**config.mk**
```make
export PLATFORM = sky130hd
export DESIGN_NAME = reorder_buffer_flat
export DESIGN_NICKNAME = d
export VERILOG_FILES = /design/src/rtl/reorder_buffer_pkg.sv /design/src/rtl/reorder_buffer_if.sv /design/src/rtl/reorder_buffer_lookup.sv /design/src/rtl/reorder_buffer.sv /design/src/flat_wrapper.sv
export SDC_FILE = /design/constraint.sdc
export NUM_CORES = 2
export LEC_CHECK = 0
export ABC_CLOCK_PERIOD_IN_PS = 9350
export CAP_MARGIN = 10
export CELL_PAD_IN_SITES_DETAIL_PLACEMENT = 0
export CELL_PAD_IN_SITES_GLOBAL_PLACEMENT = 1
export CORE_UTILIZATION = 51
export CTS_CLUSTER_SIZE = 28
export DETAILED_ROUTE_END_ITERATION = 16
export PLACE_DENSITY = 0.91
export SLEW_MARGIN = 20
export SYNTH_ARGS = -nofsm -noshare
export SYNTH_HDL_FRONTEND = slang
export SYNTH_HIERARCHICAL = 1
export SYNTH_SLANG_ARGS = --single-unit
```
**constraint.sdc**
```tcl
create_clock -name clock -period 9.35 [get_ports clock]
set_input_delay 1.87 -clock clock [delete_from_list [all_inputs] [get_ports clock]]
set_output_delay 1.87 -clock clock [all_outputs]
set_load 0.02 [all_outputs]
```
**src/rtl/reorder_buffer_pkg.sv**
```systemverilog
// rtl/reorder_buffer_pkg.sv - shared types and widths for the reorder buffer
package reorder_buffer_pkg;

    localparam int ROB_IDX_W_MAX = 6;
    localparam int REG_W         = 5;
    localparam int XLEN          = 32;

    typedef struct packed {
        logic [REG_W-1:0] dest_reg;
        logic             dest_reg_valid;
    } rob_alloc_t;

    typedef struct packed {
        logic [ROB_IDX_W_MAX-1:0] idx;
        logic [XLEN-1:0]          result_hi;
        logic [XLEN-1:0]          result_lo;
        logic                     valid;
    } rob_wb_t;

    typedef struct packed {
        logic             valid;
        logic             done;
        logic [REG_W-1:0] dest_reg;
        logic             dest_reg_valid;
        logic [XLEN-1:0]  result_hi;
        logic [XLEN-1:0]  result_lo;
    } rob_entry_t;

endpackage

```
**src/rtl/reorder_buffer_if.sv**
```systemverilog
// rtl/reorder_buffer_if.sv - allocation, writeback, retire, flush and lookup signals of the reorder buffer
interface reorder_buffer_if
    import reorder_buffer_pkg::*;
#(
    parameter int DEPTH  = 16,
    parameter int NUM_WB = 2,
    parameter int IDX_W  = $clog2(DEPTH)
);
    logic                     alloc_valid;
    logic [REG_W-1:0]         alloc_dest_reg;
    logic                     alloc_dest_reg_valid;
    logic                     alloc_ready;
    logic [IDX_W-1:0]         alloc_idx;

    logic [NUM_WB-1:0]        wb_valid;
    logic [NUM_WB*IDX_W-1:0]  wb_idx;
    logic [NUM_WB*XLEN-1:0]   wb_result_lo;
    logic [NUM_WB*XLEN-1:0]   wb_result_hi;

    logic                     retire_valid;
    logic                     retire_ready;
    logic [IDX_W-1:0]         retire_idx;
    logic [REG_W-1:0]         retire_dest_reg;
    logic                     retire_dest_reg_valid;
    logic [XLEN-1:0]          retire_result_lo;
    logic [XLEN-1:0]          retire_result_hi;

    logic                     flush_valid;
    logic [IDX_W-1:0]         flush_idx;

    logic [REG_W-1:0]         lookup_reg;
    logic                     lookup_hit;
    logic [IDX_W-1:0]         lookup_idx;
    logic                     lookup_done;
    logic [XLEN-1:0]          lookup_data;

    modport master (
        output alloc_valid, alloc_dest_reg, alloc_dest_reg_valid,
        input  alloc_ready, alloc_idx,
        output wb_valid, wb_idx, wb_result_lo, wb_result_hi,
        input  retire_valid, retire_idx, retire_dest_reg, retire_dest_reg_valid,
        input  retire_result_lo, retire_result_hi,
        output retire_ready,
        output flush_valid, flush_idx,
        output lookup_reg,
        input  lookup_hit, lookup_idx, lookup_done, lookup_data
    );

    modport slave (
        input  alloc_valid, alloc_dest_reg, alloc_dest_reg_valid,
        output alloc_ready, alloc_idx,
        input  wb_valid, wb_idx, wb_result_lo, wb_result_hi,
        output retire_valid, retire_idx, retire_dest_reg, retire_dest_reg_valid,
        output retire_result_lo, retire_result_hi,
        input  retire_ready,
        input  flush_valid, flush_idx,
        input  lookup_reg,
        output lookup_hit, lookup_idx, lookup_done, lookup_data
    );

endinterface

```
**src/rtl/reorder_buffer_lookup.sv**
```systemverilog
// rtl/reorder_buffer_lookup.sv - youngest-first register match over the live entries, ordered from head
module reorder_buffer_lookup
    import reorder_buffer_pkg::*;
#(
    parameter int DEPTH = 16,
    parameter int IDX_W = $clog2(DEPTH)
) (
    input  logic [DEPTH-1:0]            valid_vec,
    input  logic [DEPTH-1:0]            dest_valid_vec,
    input  logic [DEPTH-1:0][REG_W-1:0] dest_vec,
    input  logic [IDX_W-1:0]            head,
    input  logic [REG_W-1:0]            lookup_reg,
    output logic                        hit,
    output logic [IDX_W-1:0]            idx
);

    logic [IDX_W-1:0] pos;

    // Walk oldest to youngest; a later match overrides, so the youngest wins.
    always_comb begin
        hit = 1'b0;
        idx = '0;
        pos = '0;
        for (int k = 0; k < DEPTH; k++) begin
            pos = head + IDX_W'(k);
            if ((lookup_reg != '0) && valid_vec[pos] && dest_valid_vec[pos] &&
                (dest_vec[pos] == lookup_reg)) begin
                hit = 1'b1;
                idx = pos;
            end
        end
    end

endmodule

```
**src/rtl/reorder_buffer.sv**
```systemverilog
// rtl/reorder_buffer.sv - circular reorder buffer with multi-port writeback, partial flush and operand lookup
module reorder_buffer
    import reorder_buffer_pkg::*;
#(
    parameter int DEPTH  = 16,
    parameter int NUM_WB = 2,
    parameter int IDX_W  = $clog2(DEPTH)
) (
    input  logic              clock,
    input  logic              reset_n,
    reorder_buffer_if.slave   rob
);

    rob_entry_t        entries_q [DEPTH];
    rob_entry_t        entries_d [DEPTH];
    logic [IDX_W-1:0]  head_q, head_d;
    logic [IDX_W-1:0]  tail_q, tail_d;
    logic [IDX_W:0]    count_q, count_d;

    rob_alloc_t        alloc_s;
    rob_wb_t           wb_s [NUM_WB];
    logic              alloc_ready_c, retire_valid_c;
    logic              alloc_fire, retire_fire, flush_live;
    logic [IDX_W-1:0]  flush_off, off_i, wb_tgt;

    logic [DEPTH-1:0]            live_vec, dv_vec;
    logic [DEPTH-1:0][REG_W-1:0] dest_vec;
    logic                        lk_hit;
    logic [IDX_W-1:0]            lk_idx;

    always_comb begin
        for (int p = 0; p < NUM_WB; p++) begin
            wb_s[p].idx       = ROB_IDX_W_MAX'(rob.wb_idx[p*IDX_W +: IDX_W]);
            wb_s[p].result_hi = rob.wb_result_hi[p*XLEN +: XLEN];
            wb_s[p].result_lo = rob.wb_result_lo[p*XLEN +: XLEN];
            wb_s[p].valid     = rob.wb_valid[p];
        end
        for (int i = 0; i < DEPTH; i++) begin
            live_vec[i] = entries_q[i].valid;
            dv_vec[i]   = entries_q[i].dest_reg_valid;
            dest_vec[i] = entries_q[i].dest_reg;
        end
    end

    always_comb begin
        alloc_s        = '{dest_reg: rob.alloc_dest_reg, dest_reg_valid: rob.alloc_dest_reg_valid};
        alloc_ready_c  = count_q < (IDX_W+1)'(DEPTH);
        retire_valid_c = (count_q != '0) && entries_q[head_q].valid && entries_q[head_q].done;
        alloc_fire     = rob.alloc_valid && alloc_ready_c && !rob.flush_valid;
        retire_fire    = retire_valid_c && rob.retire_ready;
        flush_off      = rob.flush_idx - head_q;
        flush_live     = ({1'b0, flush_off} < count_q) && entries_q[rob.flush_idx].valid;
        entries_d      = entries_q;
        head_d         = head_q;
        tail_d         = tail_q;
        count_d        = count_q;
        off_i          = '0;
        wb_tgt         = '0;

        // Ascending port order lets the highest-numbered port win a same-index collision.
        for (int p = 0; p < NUM_WB; p++) begin
            wb_tgt = wb_s[p].idx[IDX_W-1:0];
            if (wb_s[p].valid && ((wb_s[p].idx >> IDX_W) == '0) && entries_q[wb_tgt].valid) begin
                entries_d[wb_tgt].done      = 1'b1;
                entries_d[wb_tgt].result_hi = wb_s[p].result_hi;
                entries_d[wb_tgt].result_lo = wb_s[p].result_lo;
            end
        end

        if (alloc_fire) begin
            entries_d[tail_q] = '{valid: 1'b1, done: 1'b0,
                                  dest_reg: alloc_s.dest_reg,
                                  dest_reg_valid: alloc_s.dest_reg_valid,
                                  result_hi: '0, result_lo: '0};
            tail_d = tail_q + 1'b1;
        end

        if (retire_fire) begin
            entries_d[head_q].valid = 1'b0;
            head_d = head_q + 1'b1;
        end

        if (rob.flush_valid) begin
            for (int i = 0; i < DEPTH; i++) begin
                off_i = IDX_W'(i) - head_q;
                if (off_i > flush_off) begin
                    entries_d[i].valid = 1'b0;
                end
            end
            tail_d  = rob.flush_idx + 1'b1;
            count_d = {1'b0, flush_off} + (IDX_W+1)'(1) - {{IDX_W{1'b0}}, retire_fire};
        end else begin
            count_d = count_q + {{IDX_W{1'b0}}, alloc_fire} - {{IDX_W{1'b0}}, retire_fire};
        end
    end

    always_ff @(posedge clock or negedge reset_n) begin
        if (!reset_n) begin
            head_q  <= '0;
            tail_q  <= '0;
            count_q <= '0;
            for (int i = 0; i < DEPTH; i++) begin
                entries_q[i] <= '0;
            end
        end else begin
            head_q    <= head_d;
            tail_q    <= tail_d;
            count_q   <= count_d;
            entries_q <= entries_d;
        end
    end

    reorder_buffer_lookup #(.DEPTH(DEPTH), .IDX_W(IDX_W)) u_lookup (
        .valid_vec      (live_vec),
        .dest_valid_vec (dv_vec),
        .dest_vec       (dest_vec),
        .head           (head_q),
        .lookup_reg     (rob.lookup_reg),
        .hit            (lk_hit),
        .idx            (lk_idx)
    );

    assign rob.alloc_ready           = alloc_ready_c;
    assign rob.alloc_idx             = tail_q;
    assign rob.retire_valid          = retire_valid_c;
    assign rob.retire_idx            = head_q;
    assign rob.retire_dest_reg       = entries_q[head_q].dest_reg;
    assign rob.retire_dest_reg_valid = entries_q[head_q].dest_reg_valid;
    assign rob.retire_result_lo      = entries_q[head_q].result_lo;
    assign rob.retire_result_hi      = entries_q[head_q].result_hi;
    assign rob.lookup_hit            = lk_hit;
    assign rob.lookup_idx            = lk_idx;
    assign rob.lookup_done           = lk_hit && entries_q[lk_idx].done;
    assign rob.lookup_data           = lk_hit ? entries_q[lk_idx].result_lo : '0;

    // A flush must name an entry that is currently in flight.
    flush_target_live: assert property (@(posedge clock) disable iff (!reset_n)
                                        rob.flush_valid |-> flush_live);

endmodule

```
**src/flat_wrapper.sv**
```systemverilog
// flat-port wrapper written by rule: the top's interface ports become plain ports
module reorder_buffer_flat import reorder_buffer_pkg::*;
#(
    parameter int DEPTH  = 16,
    parameter int NUM_WB = 2,
    parameter int IDX_W  = $clog2(DEPTH)
)
  (clock, reset_n, rob_alloc_valid, rob_alloc_dest_reg, rob_alloc_dest_reg_valid, rob_alloc_ready, rob_alloc_idx, rob_wb_valid, rob_wb_idx, rob_wb_result_lo, rob_wb_result_hi, rob_retire_valid, rob_retire_idx, rob_retire_dest_reg, rob_retire_dest_reg_valid, rob_retire_result_lo, rob_retire_result_hi, rob_retire_ready, rob_flush_valid, rob_flush_idx, rob_lookup_reg, rob_lookup_hit, rob_lookup_idx, rob_lookup_done, rob_lookup_data);
  reorder_buffer_if #(.DEPTH(DEPTH), .NUM_WB(NUM_WB), .IDX_W(IDX_W)) rob_i ();
  input  logic clock;
  input  logic reset_n;
  input wire logic [$bits(rob_i.alloc_valid)-1:0] rob_alloc_valid;
  input wire logic [$bits(rob_i.alloc_dest_reg)-1:0] rob_alloc_dest_reg;
  input wire logic [$bits(rob_i.alloc_dest_reg_valid)-1:0] rob_alloc_dest_reg_valid;
  output wire logic [$bits(rob_i.alloc_ready)-1:0] rob_alloc_ready;
  output wire logic [$bits(rob_i.alloc_idx)-1:0] rob_alloc_idx;
  input wire logic [$bits(rob_i.wb_valid)-1:0] rob_wb_valid;
  input wire logic [$bits(rob_i.wb_idx)-1:0] rob_wb_idx;
  input wire logic [$bits(rob_i.wb_result_lo)-1:0] rob_wb_result_lo;
  input wire logic [$bits(rob_i.wb_result_hi)-1:0] rob_wb_result_hi;
  output wire logic [$bits(rob_i.retire_valid)-1:0] rob_retire_valid;
  output wire logic [$bits(rob_i.retire_idx)-1:0] rob_retire_idx;
  output wire logic [$bits(rob_i.retire_dest_reg)-1:0] rob_retire_dest_reg;
  output wire logic [$bits(rob_i.retire_dest_reg_valid)-1:0] rob_retire_dest_reg_valid;
  output wire logic [$bits(rob_i.retire_result_lo)-1:0] rob_retire_result_lo;
  output wire logic [$bits(rob_i.retire_result_hi)-1:0] rob_retire_result_hi;
  input wire logic [$bits(rob_i.retire_ready)-1:0] rob_retire_ready;
  input wire logic [$bits(rob_i.flush_valid)-1:0] rob_flush_valid;
  input wire logic [$bits(rob_i.flush_idx)-1:0] rob_flush_idx;
  input wire logic [$bits(rob_i.lookup_reg)-1:0] rob_lookup_reg;
  output wire logic [$bits(rob_i.lookup_hit)-1:0] rob_lookup_hit;
  output wire logic [$bits(rob_i.lookup_idx)-1:0] rob_lookup_idx;
  output wire logic [$bits(rob_i.lookup_done)-1:0] rob_lookup_done;
  output wire logic [$bits(rob_i.lookup_data)-1:0] rob_lookup_data;
  assign rob_i.alloc_valid = rob_alloc_valid;
  assign rob_i.alloc_dest_reg = rob_alloc_dest_reg;
  assign rob_i.alloc_dest_reg_valid = rob_alloc_dest_reg_valid;
  assign rob_alloc_ready = rob_i.alloc_ready;
  assign rob_alloc_idx = rob_i.alloc_idx;
  assign rob_i.wb_valid = rob_wb_valid;
  assign rob_i.wb_idx = rob_wb_idx;
  assign rob_i.wb_result_lo = rob_wb_result_lo;
  assign rob_i.wb_result_hi = rob_wb_result_hi;
  assign rob_retire_valid = rob_i.retire_valid;
  assign rob_retire_idx = rob_i.retire_idx;
  assign rob_retire_dest_reg = rob_i.retire_dest_reg;
  assign rob_retire_dest_reg_valid = rob_i.retire_dest_reg_valid;
  assign rob_retire_result_lo = rob_i.retire_result_lo;
  assign rob_retire_result_hi = rob_i.retire_result_hi;
  assign rob_i.retire_ready = rob_retire_ready;
  assign rob_i.flush_valid = rob_flush_valid;
  assign rob_i.flush_idx = rob_flush_idx;
  assign rob_i.lookup_reg = rob_lookup_reg;
  assign rob_lookup_hit = rob_i.lookup_hit;
  assign rob_lookup_idx = rob_i.lookup_idx;
  assign rob_lookup_done = rob_i.lookup_done;
  assign rob_lookup_data = rob_i.lookup_data;
  reorder_buffer #(.DEPTH(DEPTH), .NUM_WB(NUM_WB), .IDX_W(IDX_W)) u_core (.clock(clock), .reset_n(reset_n), .rob(rob_i));
endmodule
```
# After elaboration in Yosys (flattened, before gate mapping)

Index checks and enable logic that the tools add are counted.

Flip-flop bits (word level): 1165
RAM bits: 0
Memories: 0
Word-level logic and storage cells: 468
Bits in read-only memories: 0
Input port bits: 158
Output and inout bits: 118
Bits in latches: 0

Shift operators: 0
Multiply operators: 0
Muxes and demuxes: 204
Add/sub/neg operators: 38
Order comparisons: 42
Bitwise logic cells: 5
Equality and inequality tests: 16
Reduce and logical (&&, ||, !) cells: 64
Divide/modulo/power cells: 0

Operators by type and width:

| kind                                                                  | number |
|---|---|
| 1152-bit bitwise mux                                                  | 8 |
| 1152-bit two-way mux                                                  | 4 |
| 72-bit demux with 4-bit select                                        | 8 |
| 72-bit binary-select mux with 4-bit select                            | 4 |
| 72-bit two-way mux                                                    | 8 |
| 5-bit binary-select mux with 4-bit select                             | 16 |
| 71-bit two-way mux                                                    | 4 |
| 1-bit binary-select mux with 4-bit select                             | 32 |
| 64-bit two-way mux                                                    | 2 |
| 32-bit two-way mux                                                    | 3 |
| 5-bit two-way mux                                                     | 17 |
| 5-bit equality test                                                   | 16 |
| 4-bit by 5-bit < comparator with 1-bit output (second input constant) | 16 |
| 1-bit two-way mux                                                     | 80 |
| 4-bit two-way mux                                                     | 18 |
| 4-bit greater-than comparator                                         | 16 |
| 1-bit logical AND                                                     | 60 |
| 4-bit adder (second input constant)                                   | 8 |
| 4-bit subtractor (first input constant)                               | 8 |
| 5-bit greater-or-equal comparator (second input constant)             | 5 |
| 4-bit inverter with 5-bit output                                      | 5 |
| 5-bit by 1-bit < comparator with 1-bit output (second input constant) | 4 |
| 4-bit by 3-bit adder with 4-bit output (second input constant)        | 4 |
| 3-bit by 4-bit subtractor with 4-bit output (first input constant)    | 4 |
| 12 further kinds                                                      | 19 |

# Longest topological paths before layout

Depth after elaboration: 26
Mapped depth: 26
Depth with buffers taken out: 15

# Cells and area by module

The synthesis kept the hierarchy.

By module, submodules not included:

| module                | sequential area each (µm²) | cells each | area an instance (µm²) | times used |
|---|---|---|---|---|
| reorder_buffer        | 29153.0                    | 6158       | 69683.1                | 1 |
| reorder_buffer_lookup | 0.0                        | 638        | 6940.4                 | 1 |

# Worst setup path after synthesis

OpenSTA, ideal clock, no wires.

Kind: flip-flop to output port
From: reg u_core.head_q[0], in the netlist u_core/rob.retire_idx[0]
To: out rob_lookup_done
Path buffers: 10
Required time: 7.480 ns
Stages on the path, launching flop included: 25
Setup slack: 0.528 ns
Arrival time: 6.952 ns
Path through: dfrtp_1 -> buf_2 -> buf_6 -> buf_6 -> clkinv_1 -> buf_2 -> ha_1 -> buf_6 -> buf_6 -> clkbuf_1 -> mux4_2 -> mux4_2 -> xnor2_1 -> nand4_1 -> nor4_2 -> mux2_2 -> a21oi_1 -> a2111oi_0 -> o32ai_1 -> buf_2 -> clkbuf_1 -> buf_1 -> mux4_2 -> mux4_2 -> and2_1

Cells in the longest elaborated chain, start to end: 26
Elaborated cells between the ends (all ways): 212
Those cells by class: 15 x add/sub; 16 x eq/ne; 131 x mux; 1 x bitwise; 49 x reduce/logical

RTL lines:

| element                                                                         | RTL line                    | text |
|---|---|---|
| from (decl)                                                                     | reorder_buffer.sv:16        | `logic [IDX_W-1:0] head_q, head_d;` |
| from (signal assigned)                                                          | reorder_buffer.sv:99        | `head_q <= '0;` |
| from (signal assigned)                                                          | reorder_buffer.sv:106       | `head_q <= head_d;` |
| branches (longest 20 deep; another with 4-bit by 1-bit adder with 4-bit output) | n/a                         |  |
| 4-bit two-way mux *                                                             | reorder_buffer_lookup.sv:26 | `if ((lookup_reg != '0) && valid_vec[pos] && dest_valid_vec[pos] &&` |
| net rob_lookup_idx[1]                                                           | flat_wrapper.sv:32          | `output wire logic [$bits(rob_i.lookup_idx)-1:0] rob_lookup_idx;` |
| 4-bit inverter with 5-bit output (implied by the code) *                        | reorder_buffer.sv:133       | `assign rob.lookup_done = lk_hit && entries_q[lk_idx].done;` |
| 72-bit binary-select mux with 4-bit select *                                    | reorder_buffer.sv:133       |  |
| 71-bit two-way mux (implied by the code) * (2 in a row)                         | reorder_buffer.sv:133       |  |
| 1-bit logical AND *                                                             | reorder_buffer.sv:133       |  |
| to (decl)                                                                       | flat_wrapper.sv:33          | `output wire logic [$bits(rob_i.lookup_done)-1:0] rob_lookup_done;` |

Mark *: on every way through the listed nets, which the timed path passes. The select of a mux whose other input is x is not followed.

# Worst setup path in the final report

From: reg u_core.head_q[0], in the netlist u_core/rob.retire_idx[0]
To: out rob_lookup_data[28]

Cells in the longest elaborated chain, start to end: 26
Elaborated cells between the ends (all ways): 212
Those cells by class: 15 x add/sub; 16 x eq/ne; 132 x mux; 1 x bitwise; 48 x reduce/logical

RTL lines:

| element                                                                         | RTL line              | text |
|---|---|---|
| branches (longest 25 deep; another with 4-bit by 1-bit adder with 4-bit output) | n/a                   |  |
| 32-bit two-way mux *                                                            | reorder_buffer.sv:134 | `assign rob.lookup_data = lk_hit ? entries_q[lk_idx].result_lo : '0;` |
| to (decl)                                                                       | flat_wrapper.sv:34    | `output wire logic [$bits(rob_i.lookup_data)-1:0] rob_lookup_data;` |

Mark *: on every way between the ends. The select of a mux whose other input is x is not followed.

==> results_dict.tcl <==
set metrics [dict create \
    ant_nets 0 \
    cp.depth 18 \
    wirelength_mm 284 \
    drc_errors 0 \
    h-tree-depth 3 \
    initialDrtViolationCount 9619 \
    synth_top_area_cell "dfrtp_1" \
    grt_pass1_wl_mm 416 \
    crit_path_end "rob_lookup_data[28]" \
    clk_transition_reported_paths_ns 0.06 \
    worst_path_max_delay_cell "mux4_1" \
    worstRegToRegCells 17 \
    fin_nets 6797 \
    setup_ws_ns 0.202 \
    grt_overflow 0 \
    crit_path_max_incr_delay_ns 0.62 \
    async_flop_share_pct 100 \
    cts_buffers 120 \
    finalSetupViolCount 0 \
    wire_per_inst_um 32.6 \
    cts_root_buf "clkbuf_16" \
    hold_viol_final 0 \
    fin_worst_skew_ns 0.0664 \
    synth_top_area_share_pct 38.0 \
    timing.rr.start "u_core/rob.retire_idx[0]" \
    pwr_density_cell_mw_per_mm2 289 \
    rows 141 \
    status "finished, final reports clean" \
    hold_path.class "reg -> reg" \
    finalCritPeriodShare_pct 97.8 \
    startpoint "u_core/rob.retire_idx[0]" \
    endpoint_kind "primary output" \
    tightest_slew_ns 1.38 \
    ys_seq_area_share_pct 38.0 \
    cp.required_ns 7.48 \
    antenna_found_initial 50 \
    synth-edff-count 0 \
    grt_pass1_vias 61573 \
    cts_sinks 1165 \
    ir_drop_v 0.000249 \
    path_buf_inv 5 \
    report.final.slew_viol_count 0 \
    p_leak_nw 41.3 \
    drtPass1Iterations 8 \
    cpLargestDelayFamily "multiplexers" \
    syn_nets 7022 \
    ys_types 85 \
    cts_tree "built" \
    die_y_um 390 \
    worstSkewPairLatency_ns 0.80 \
    maxSlewHeadroom_pct 7.89 \
    area_delta_synth_final_pct 9.80 \
    ys_warn_count 6 \
    cp-start-kind "flip-flop" \
    routabilityCongestion 1.02 \
    syn_inst 6796 \
    grt_start_max_net_pins 151 \
    period_minus_slack_ns 9.15 \
    io_buffers 275 \
    initial_core_util_pct 51.6 \
    drive_gt1_share_pct 17.4 \
    synth_ff_type "dfrtp_1" \
    rsz0062_at_grt "false" \
    dp_hpwl_mm 156 \
    die_width_um 390 \
    vias_per_cell 7.23 \
    via_count 62937 \
    synth_area_leaders "dfrtp_1, mux4_2, mux2i_1, a21oi_1, o21ai_0" \
    core-area_mm2 0.148 \
    dpl_worst_slack_ns 0.431 \
    fin_cells 8704 \
    crit_chain "clkinv_1, ha_4, buf_4, mux4_1, mux4_2, xnor2_1, nand4_1, or4_4, o21bai_2, nor3_1, a211oi_2, a31o_4, buf_16, buf_12, mux4_2, mux4_2, and2_1, clkdlybuf4s50_1" \
    cts.path.max_buffers 3 \
    syn-cell-area_mm2 0.0766 \
    dieArea_mm2 0.152 \
    r2r_slack_ns 3.80 \
    io-pin-count 276 \
    tns_ns 0 \
    r2r-end "u_core/count_q[4]" \
    crit_top_cell "mux4_2" \
    track_usage_pct 36.9 \
    avgSynthCellArea_um2 11.3 \
    cp_max_fo 26 \
    synth-seq-cells 1165 \
    drv_cap 0 \
    critPathKind "reg -> out" \
    fmax_mhz 109 \
    crit_arrival_ns 7.28 \
    place_inst 8441 \
    hold_buffers 0 \
]
## tightest hold or removal path, delay by kind of cell, from the launching register on
| kind | cells | cell delay, ns |
|---|---|---|
| and+or+nand+nor | 2 | 0.13 |
| DFF | 1 | 0.39 |
## worst min-delay path by stage
stage | endpoint | startpoint | cells after the start
after floorplan | flip-flop | flip-flop | 2
after CTS | flip-flop | flip-flop | 2
after global placement | flip-flop | flip-flop | 2
after global routing | flip-flop | flip-flop | 2
final | flip-flop | flip-flop | 2
after detailed placement | flip-flop | flip-flop | 2
## power by group
group	internal (mW)	total, mW	switching, mW
clock	2.79	4.98	2.20
sequential	6.63	8.07	1.44
combinational	5.64	11.2	5.59
## layout make-up
type                            instances  area (µm²)
Antenna cell                           33        82.6
Clock buffer                          163        3440
Clock inverter                         57         568
Fill cell                           12140       64200
Inverter                               66         259
Multi-Input combinational cell       4782       43700
Sequential cell                      1165       29200
Tap cell                             2002        2500
Timing Repair Buffer                  436        4400
## per-layer routing
layer,share of wire (%),up-vias,wire (µm),global-route usage [%]
li1,-,25289,-,-
met1,35,31344,99100,46.9
met2,45,5032,127000,55.3
met3,14,1236,38300,11.1
met4,6.5,36,18400,23.0
met5,0.13,-,379,0
## synthesized netlist by cell type (all sizes together), types with 3 or more instances
| cell type | n |
|---|---|
| a211oi | 328 |
| a21o | 21 |
| a21oi | 736 |
| a31o | 3 |
| a31oi | 33 |
| and2 | 56 |
| and3 | 9 |
| and3b | 7 |
| buf | 400 |
| clkbuf | 383 |
| dfrtp | 1165 |
| fa | 3 |
| ha | 65 |
| inv | 65 |
| mux2 | 38 |
| mux2i | 1084 |
| mux4 | 676 |
| nand2 | 292 |
| nand2b | 5 |
| nand3 | 43 |
| nand3b | 7 |
| nand4 | 41 |
| nand4b | 3 |
| nor2 | 372 |
| nor2b | 9 |
| nor3 | 14 |
| nor3b | 5 |
| nor4 | 8 |
| o211ai | 6 |
| o21ai | 739 |
| o21bai | 5 |
| o22ai | 13 |
| o41ai | 4 |
| or3 | 3 |
| or4 | 3 |
| xnor2 | 76 |
| xor2 | 45 |
## sequential cells by signal (all words and copies together) (netlist names), named ones only
signal / count
u_core/count_q: 5
u_core/entries_q: 1056
u_core/rob.retire_idx: 4
u_core/rob.alloc_idx: 4
## cell families after synthesis
group | Yosys count | synth area share [%]
AOI/OAI and AO/OA | 1912 | 14.0
muxes | 1798 | 34.7
DFF | 1165 | 38.0
and+or+nand+nor | 883 | 5.20
buffers and inverters | 849 | 5.62
xor gates and xnor gates | 121 | 1.38
adders and majority gates | 68 | 1.14
## cell usage in the layout (no fill, tap or decap), types with 28 or more instances in the layout
cell type,synthesis,layout
diode_2,0,33
nand2_1,283,262
nand4_1,40,40
clkinv_2,0,35
xnor2_1,76,71
a21oi_1,736,736
clkbuf_16,0,121
inv_1,61,59
buf_12,0,28
xor2_1,45,45
mux2_2,38,38
and2_1,56,56
nand3_1,43,37
a211oi_1,328,327
a31oi_1,33,33
buf_4,49,124
nor2_1,366,364
o21ai_0,735,735
mux4_2,663,663
dfrtp_1,1165,1161
clkdlybuf4s50_1,0,274
ha_1,65,63
mux2i_1,1084,1084
## per-stage QoR
step | area [µm²] | hold WS [ns] | util, % | power [mW]
6_report | 84100 | 0.553 | 56.7 | 24.3
3_5_place_dp | 79800 | 0.532 | 53.8 | 19.0
3_3_place_gp | 79800 | 0.522 | 53.8 | 18.6
5_1_grt | 84100 | 0.562 | 56.7 | 25.3
4_1_cts | 83900 | 0.546 | 56.5 | 24.0
2_1_floorplan | 76600 | 0.478 | - | 15.6
## timing repair
| item | CTS | global route |
|---|---|---|
| setup endpoints to repair | 33 | 33 |
| pin swaps | 1 | 0 |
| resized for setup | 4 | 13 |
| buffers inserted | 4 | 4 |
| cloned | 0 | 0 |
(Power assumes the default switching activity.)
